$ cat src/rtl/uart_rx.sv
// ---------------------------------------------------------------------------
// uart_rx -- 8N1 asynchronous serial receiver, LSB first.
//
// Synchronises the RX pin, detects the start bit, validates it at mid-bit,
// samples every data bit and the stop bit at their centres, and presents
// each good byte with a one-cycle valid pulse. A frame whose stop bit reads
// 0 is dropped and flagged with a one-cycle error pulse.
//
// Parameters:
//   CLK   system clock frequency in Hz
//   BAUD  line rate in bit/s
//
// Ports:
//   clk        in   system clock, rising edge
//   rst_n      in   asynchronous active-low reset
//   uart_data  in   serial line, idle high, asynchronous to clk
//   rx_data    out  [7:0] last correctly received byte
//   rx_valid   out  one-cycle pulse, rx_data just updated with a good byte
//   rx_err     out  one-cycle pulse, frame ended with stop bit = 0
// ---------------------------------------------------------------------------
module uart_rx #(
   parameter int CLK  = 50_000_000,
   parameter int BAUD = 9600
) (
   input  logic       clk,
   input  logic       rst_n,
   input  logic       uart_data,
   output logic [7:0] rx_data,
   output logic       rx_valid,
   output logic       rx_err
);

   localparam int ONEBIT = CLK / BAUD;
   localparam int HALF   = ONEBIT / 2;

   localparam logic [19:0] ONEBIT_LAST = 20'(ONEBIT - 1);
   localparam logic [19:0] HALF_LAST   = 20'(HALF - 1);

   typedef enum logic [1:0] {
      IDLE,
      START,
      DATA,
      STOP
   } state_t;

   state_t      state_q;
   logic [2:0]  sync_q;        // [0]=s0, [1]=s1 (sampled line), [2]=s2
   logic [19:0] cnt_onebit_q;  // clocks elapsed in the current bit
   logic [3:0]  cnt_q;         // data bit index 0..7
   logic [7:0]  sh_q;          // assembly register for the byte in flight
   logic [7:0]  rx_data_q;
   logic        rx_valid_q;
   logic        rx_err_q;

   logic line;
   logic fall;

   assign line = sync_q[1];
   // Falling edge of the synchronised line; only acted on in IDLE, so a
   // line held low after a framing error cannot retrigger a frame.
   assign fall = sync_q[2] & ~sync_q[1];

   always_ff @(posedge clk or negedge rst_n) begin
      if (!rst_n) begin
         // NOTE: the synchroniser resets to the idle-high line level so that
         // releasing reset never looks like a start edge.
         sync_q       <= 3'b111;
         state_q      <= IDLE;
         cnt_onebit_q <= '0;
         cnt_q        <= '0;
         sh_q         <= '0;
         rx_data_q    <= '0;
         rx_valid_q   <= 1'b0;
         rx_err_q     <= 1'b0;
      end else begin
         // NOTE: every register in this block uses <=, so each branch below
         // reads the values from before this edge regardless of order.
         sync_q     <= {sync_q[1:0], uart_data};
         rx_valid_q <= 1'b0;
         rx_err_q   <= 1'b0;

         unique case (state_q)
            IDLE: begin
               cnt_onebit_q <= '0;
               if (fall) state_q <= START;
            end

            START: begin
               if (cnt_onebit_q == HALF_LAST) begin
                  cnt_onebit_q <= '0;
                  cnt_q        <= '0;
                  // Still low at mid start bit: real frame. High: glitch.
                  state_q      <= line ? IDLE : DATA;
               end else begin
                  cnt_onebit_q <= cnt_onebit_q + 20'd1;
               end
            end

            DATA: begin
               if (cnt_onebit_q == ONEBIT_LAST) begin
                  cnt_onebit_q      <= '0;
                  sh_q[cnt_q[2:0]]  <= line;
                  if (cnt_q == 4'd7) state_q <= STOP;
                  else               cnt_q   <= cnt_q + 4'd1;
               end else begin
                  cnt_onebit_q <= cnt_onebit_q + 20'd1;
               end
            end

            STOP: begin
               // Leaving at mid stop bit leaves half a bit to catch the
               // next start edge of a back-to-back frame.
               if (cnt_onebit_q == ONEBIT_LAST) begin
                  cnt_onebit_q <= '0;
                  state_q      <= IDLE;
                  if (line) begin
                     rx_data_q  <= sh_q;
                     rx_valid_q <= 1'b1;
                  end else begin
                     rx_err_q   <= 1'b1;
                  end
               end else begin
                  cnt_onebit_q <= cnt_onebit_q + 20'd1;
               end
            end

            default: state_q <= IDLE;
         endcase
      end
   end

   assign rx_data  = rx_data_q;
   assign rx_valid = rx_valid_q;
   assign rx_err   = rx_err_q;

endmodule

$ cat config.mk
export PLATFORM = sky130hd
export DESIGN_NAME = uart_rx
export DESIGN_NICKNAME = d
export VERILOG_FILES = /design/src/rtl/uart_rx.sv
export SDC_FILE = /design/constraint.sdc
export NUM_CORES = 1
export LEC_CHECK = 0
export CAP_MARGIN = 20
export CORE_MARGIN = 1.5
export CORE_UTILIZATION = 29
export CTS_CLUSTER_SIZE = 12
export DETAILED_ROUTE_END_ITERATION = 6
export DONT_BUFFER_PORTS = 1
export PLACE_DENSITY = 0.43
export SLEW_MARGIN = 20
export SYNTH_ARGS = -nofsm -noshare
export SYNTH_HDL_FRONTEND = slang
export SYNTH_SLANG_ARGS = --single-unit
$ cat constraint.sdc
create_clock -name clk -period 2 [get_ports clk]
set_input_delay 0.4 -clock clk [delete_from_list [all_inputs] [get_ports clk]]
set_output_delay 0.4 -clock clk [all_outputs]
set_load 0.05 [all_outputs]
==> results of run 1 <==
==> layout make-up <==
cell class                 count  area, sq um
inverter                       4         15.0
clock buffer                   5         68.8
multi-input combinational    143         1220
clock inverter                 3         47.5
fill                         690         4210
sequential                    47         1180
tap                           99          124
timing repair buffer          50          458
==> cells by family after synthesis <==
logic type	count (synthesis)	synth area share [%]
compound gates	7	2.03
xor+xnor	20	7.88
fa+ha+maj	2	1.13
buf+inv	9	1.63
flops	47	53.1
mux	18	9.06
simple gates	96	25.2
==> per-stage QoR <==
stage | area, sq um | worst slack, ns | hold WS [ns]
finish | 3120 | -0.133 | 0.0757
global route | 3120 | -0.200 | 0.0488
CTS | 3030 | -0.122 | 0.0613
detailed placement | 2650 | -0.135 | 0.105
global placement | 2650 | -0.134 | 0.105
floorplan | 2260 | -0.0244 | 0.104
==> per-layer routing <==
layer | GRT usage (%) | routed length [microns] | vias to the layer above
li1 | - | - | 792
met1 | 19.5 | 2480 | 812
met2 | 21.1 | 2390 | 29
met3 | 2.78 | 156 | 7
met4 | 4.37 | 75 | 0
met5 | 0 | 0 | -
==> flip-flops by register name, summed over array words and instances, names as in the netlist, named ones only <==
signal,cells
cnt_q,4
rx_data,8
rx_valid,1
state_q,1
sh_q,8
rx_err,1
cnt_onebit_q,20
sync_q,3
==> worst max-delay path: cells and delay by family (launching register included) <==
kind | cells | cell delay (ns)
and+or+nand+nor | 3 | 0.95
DFF | 1 | 0.36
muxes | 1 | 0.32
adders and majority gates | 1 | 0.18
buffers and inverters | 1 | 0.17
AOI/OAI and AO/OA | 1 | 0.05
==> worst paths after layout <==
kind	start	end	slack, ns	cells after the start
setup reg to reg	cnt_onebit_q[1]$_DFF_PN0_	cnt_q[0]$_DFFE_PN0P_	-0.13	7
hold / removal	uart_data	sync_q[0]$_DFF_PN1_	0.08	0
hold reg to reg	sync_q[0]$_DFF_PN1_	sync_q[1]$_DFF_PN1_	0.37	0
setup / recovery	cnt_onebit_q[1]$_DFF_PN0_	cnt_q[0]$_DFFE_PN0P_	-0.13	7
max in group asynchronous	rst_n	sync_q[2]$_DFF_PN1_	1.11	2
min in group asynchronous	rst_n	rx_data[7]$_DFFE_PN0P_	0.62	2
==> power by group <==
part / switching [mW] / internal [mW] / total, mW
logic: 0.207 / 0.231 / 0.438
clock network: 0.355 / 0.379 / 0.734
registers: 0.0371 / 1.01 / 1.04
total: 0.599 / 1.62 / 2.22
==> placed cells by master (no fill, tap or decap), types with 4 or more instances in the layout <==
| cell type | count |
|---|---|
| dfrtp_1 | 44 |
| buf_4 | 39 |
| nor2_1 | 28 |
| mux2_4 | 16 |
| nand2_1 | 12 |
| xnor2_1 | 12 |
| xor2_1 | 8 |
| nor2b_1 | 6 |
| nand4_1 | 6 |
| buf_6 | 6 |
| nor4_4 | 5 |
| nor3_1 | 5 |
| nand3_1 | 5 |
| clkbuf_8 | 5 |
| inv_1 | 4 |
==> repair_timing <==
action | 4_1_cts | 5_1_grt
buffers inserted | 11 | 5
endpoints found under the hold margin | 47 | 0
hold buffers | 2 | 0
gates resized for setup | 28 | 14
pin swaps | 6 | 9
setup endpoints to repair | 37 | 41
==> flow_summary.toml, run 1 <==
[status]
outcome = "finished with violations"
violations = "setup timing"

[worst_setup_path]
cp.required_ns = 2.20
cp_slowest_stage_delay_ns = 0.52
arrival_ns = 2.33
worst_path_max_delay_cell = "or4b_4"
crit_type = "reg2reg"
path_cells = "ha_2, or4b_4, nor4_4, buf_4, and3_4, a21oi_4, mux2_4"
crit_path_max_fanout = 3
endpoint_kind = "flip-flop"
worstSetupStartpointType = "flip-flop"

[timing]
fin_crit_sh_pct = 107
finalCriticalPeriod_ns = 2.13
tightest_slew_ns = 0.526
setup-tns-final_ns = -1.56
fin_ws_ns = -0.133
rsz0062_at_grt = "yes"
relSlewSlack_pct = 64.4
hold_viol_final = 0
maxSlewViolCount = 0
setup_viol = 39
clock_skew_ns = 0.00751
fmax_mhz = 469

[route]
ant_nets = 0
vias_per_cell = 4.67
dr_total_vias = 1640
drt-total-wl_microns = 5110
wl_per_cell_microns = 14.5
dr.first_iter.drc_count = 92
drc = 0
drt-pass1-iter-count = 5

[logic_synthesis]
synthFlopType = "dfrtp_1"
synth_cell_types = 39
synth_nets = 204
async_flop_share_pct = 100
synth_edf_count = 0
seq_area_frac_synth_pct = 53.1
ys_warn_count = 0
synthesis.area_sq_um = 2220
syn_area_per_cell_sq_um = 11.2
synth_common_cells = "dfrtp_1 (44), nor2_1 (30), mux2_2 (14), nand2_1 (13), xnor2_1 (12)"
synth.most_common_cell = "dfrtp_1"
netlist_instances = 199
yosysTopAreaCell = "dfrtp_1"
synth_area_leaders = "dfrtp_1 (50%), mux2_2 (7.1%), nor2_1 (5.1%)"
synth_seq_cells = 47
synth_top_area_share_pct = 49.5

[layout]
fin_cells = 351
drive_above_1_share_pct = 40.9
syn_to_final_growth_pct = 40.2
n_antenna_cell = 0
nNetsFinal = 256
utilization_pct = 42.5

[global_routing]
antenna_found_initial = 0
grt_max_degree = 48
grt.overflow.total = 0
track_usage_pct = 13.8
grt_pass1_wl_microns = 8940
grt_pass1_vias = 1746

[power_and_ir_drop]
peakVddDrop_v = 0.000484
total_power_mw = 2.22
power.density_nw_per_um2 = 711
p_leak_nw = 1.39

[floorplanning]
die_w_microns = 90.6
start_util_pct = 30.3
die-area_sq_um = 8200
rows = 31
core_area_sq_um = 7330
pin_count = 13
dieHeight_microns = 90.6

[placement]
gp_congestion = 0.806
io_buffers = 0
dp.cells = 328
hpwl_microns = 3240

[worst_hold_path]
hold_path.class = "in2reg"

[clock_tree]
clkTransAtPathRegs_ns = 0.10
cts_tree = "done"
clkSinkCount = 47
cts_made_buffers = 5
root_buffer = "clkbuf_8"
clock_latency_ns = 0.31
cts_buffer_depth = 2
h-tree-depth = 2

[flow_run]
max-cap-violations = 0
Power figures use the tool's default switching activity.
==> inputs of run 2 (changes only) <==
--- a/config.mk
+++ b/config.mk
@@ -11,7 +11,7 @@
 export CTS_CLUSTER_SIZE = 12
 export DETAILED_ROUTE_END_ITERATION = 6
 export DONT_BUFFER_PORTS = 1
-export PLACE_DENSITY = 0.43
+export PLACE_DENSITY = 0.53
 export SLEW_MARGIN = 20
 export SYNTH_ARGS = -nofsm -noshare
 export SYNTH_HDL_FRONTEND = slang
==> run 2 against run 1 <==
Against the previous run: the run still ends with setup timing left; hold slack improved by 0.013 ns; sequential power is essentially flat; first-iteration DRC count decreased by 21%; final area down 4.5%; critical path type unchanged; combinational power shrank 12%.
==> flow_summary.toml, run 2 (synthesis gave the netlist of run 1 again) <==
[worst_setup_path]
arrival_ns = 2.31
cp_slowest_stage_delay_ns = 0.51
rr_endpoint = "sh_q[1]$_DFFE_PN0P_"
r2r_setup_slack_ns = -0.11
endpoint_kind = "flip-flop"
path_cells = "ha_2, or4b_4, nor3_4, and2_4, and4_1, mux2_4"
cp.required_ns = 2.20
crit_path_max_fanout = 4
path_delay_family = "simple AND/OR/NAND/NOR gates"
rr_worst_depth = 6
worst_path_max_delay_cell = "or4b_4"
r2r-start = "cnt_onebit_q[1]$_DFF_PN0_"
worstSetupStartpointType = "flip-flop"
path_buf_inv = 0
crit_type = "reg2reg"

[power_and_ir_drop]
switching_share_pct = 27.1
peakVddDrop_v = 0.000359
p_int_mw = 1.49
clock_power_share_pct = 30.1
power.density_nw_per_um2 = 687
p_switching_mw = 0.555
p_leak_nw = 1.35
pwr-share-comb_pct = 18.9
p_seq_share_pct = 51.0

[global_routing]
grt.overflow.total = 0
antenna_found_initial = 0
grt_pass1_wl_microns = 8070
track_usage_pct = 12.3
grt_pass1_vias = 1578
grt_max_degree = 48

[layout]
mostFrequentLayoutCell = "dfrtp_1"
drive_above_1_share_pct = 36.9
top_register = "cnt_onebit_q"
largest_reg_flops = 20
design_area_sq_um = 2980
nNetsFinal = 248
final_cell_mix = "dfrtp_1 (44), buf_4 (32), nor2_1 (29)"
fill_cells = 675
syn_to_final_growth_pct = 33.9
n_antenna_cell = 0

[route]
drt-total-wl_microns = 4660
wl_per_cell_microns = 13.6
vias_per_cell = 4.63
dr.first_iter.drc_count = 73
ant_nets = 0
drc = 0
dr_total_vias = 1588
drt-pass1-iter-count = 4

[clock_tree]
h-tree-depth = 2
clkTransAtPathRegs_ns = 0.09
cts_made_buffers = 5
cts_buffer_depth = 2
root_buffer = "clkbuf_8"
clock_latency_ns = 0.30
cts_tree = "done"
clkSinkCount = 47

[floorplanning]
start_util_pct = 30.3
die-area_sq_um = 8200
dieHeight_microns = 90.6
rows = 31
core_area_sq_um = 7330
die_w_microns = 90.6
pin_count = 13

[timing]
relSlewSlack_pct = 65.6
fin_ws_ns = -0.113
fin_crit_sh_pct = 106
rsz0062_at_grt = "yes"
fmax_mhz = 473
tightest_slew_ns = 0.509
finalCriticalPeriod_ns = 2.11
setup_viol = 36
maxSlewViolCount = 0
whs_ns = 0.0889
clock_skew_ns = 0.00921
hold_viol_final = 0

[status]
violations = "setup timing"
outcome = "finished with violations"

[placement]
hpwl_microns = 3070
io_buffers = 0
gp_congestion = 0.765
placed_cell_area_sq_um = 2620

[flow_run]
max-cap-violations = 0

[worst_hold_path]
hold_path.class = "in2reg"
worstHoldPathCells = 0
hold_end = "sync_q[0]$_DFF_PN1_"
min-delay-start = "uart_data"
==> run 2: repair_timing <==
item                                    in CTS  in global routing
pin swaps                                    7                  4
hold endpoints to repair                    47                  0
gates resized for setup                     16                 19
cloned                                       0                  0
endpoints found under the setup margin      37                 39
buffers inserted                             5                  2
hold buffers                                 2                  0
==> run 2: how the worst max path moves through the flow <==
stage | from | to | slack [ns] | cells past startpoint
finish | cnt_onebit_q[1]$_DFF_PN0_ | sh_q[1]$_DFFE_PN0P_ | -0.11 | 6
global route | cnt_onebit_q[0]$_DFF_PN0_ | cnt_onebit_q[12]$_DFF_PN0_ | -0.20 | 7
CTS | cnt_onebit_q[14]$_DFF_PN0_ | sh_q[3]$_DFFE_PN0P_ | -0.09 | 5
detailed placement | cnt_onebit_q[14]$_DFF_PN0_ | rx_data[4]$_DFFE_PN0P_ | -0.13 | 5
global placement | cnt_onebit_q[14]$_DFF_PN0_ | rx_data[7]$_DFFE_PN0P_ | -0.09 | 5
floorplan | cnt_onebit_q[0]$_DFF_PN0_ | sh_q[3]$_DFFE_PN0P_ | -0.02 | 6
==> run 2: layout make-up <==
| cell class | count | area, sq um | area share [%] |
|---|---|---|---|
| clock buffer | 7 | 86.3 | 2.90 |
| clock inverter | 1 | 8.76 | 0.294 |
| inverter | 4 | 15.0 | 0.504 |
| multi-input combinational | 143 | 1190 | 39.9 |
| sequential | 47 | 1180 | 39.6 |
| tap | 99 | 124 | 4.16 |
| timing repair buffer | 42 | 377 | 12.6 |
==> run 2: metrics by stage <==
| step | util (%) | power, mW | setup TNS, ns | setup WS [ns] | cells |
|---|---|---|---|---|---|
| after floorplan | - | 1.26 | -0.0594 | -0.0244 | 199 |
| after global placement | 35.8 | 1.41 | -1.16 | -0.0931 | 326 |
| after detailed placement | 35.8 | 1.42 | -1.87 | -0.134 | 326 |
| after CTS | 39.1 | 2.06 | -1.49 | -0.0905 | 341 |
| after global routing | 40.6 | 2.16 | -5.94 | -0.198 | 343 |
| final | 40.6 | 2.04 | -1.51 | -0.113 | 343 |
==> run 2: power by group through the flow <==
| stage | combinational (mW) | sequential [mW] | clock, mW |
|---|---|---|---|
| after floorplan | 0.186 | 1.07 | 0 |
| after global placement | 0.356 | 1.06 | 0 |
| after detailed placement | 0.358 | 1.06 | 0 |
| after CTS | 0.388 | 1.04 | 0.637 |
| after global routing | 0.433 | 1.05 | 0.676 |
| final | 0.387 | 1.04 | 0.616 |
==> run 2: per-layer routing <==
layer  part of all wire (%)  global-route usage [%]  up-vias
met5                      0                       0        -
met4                    1.6                    4.76        0
met3                    3.1                    2.78        6
met2                     44                    18.0       23
met1                     51                    17.5      773
li1                       -                       -      786
==> inputs of run 3 (changes only) <==
--- a/config.mk
+++ b/config.mk
@@ -8,7 +8,7 @@
 export CAP_MARGIN = 20
 export CORE_MARGIN = 1.5
 export CORE_UTILIZATION = 29
-export CTS_CLUSTER_SIZE = 12
+export CTS_CLUSTER_SIZE = 30
 export DETAILED_ROUTE_END_ITERATION = 6
 export DONT_BUFFER_PORTS = 1
 export PLACE_DENSITY = 0.53
==> results of run 3 <==
No change in the layout: final DEF, timing and power equal those of run 2.
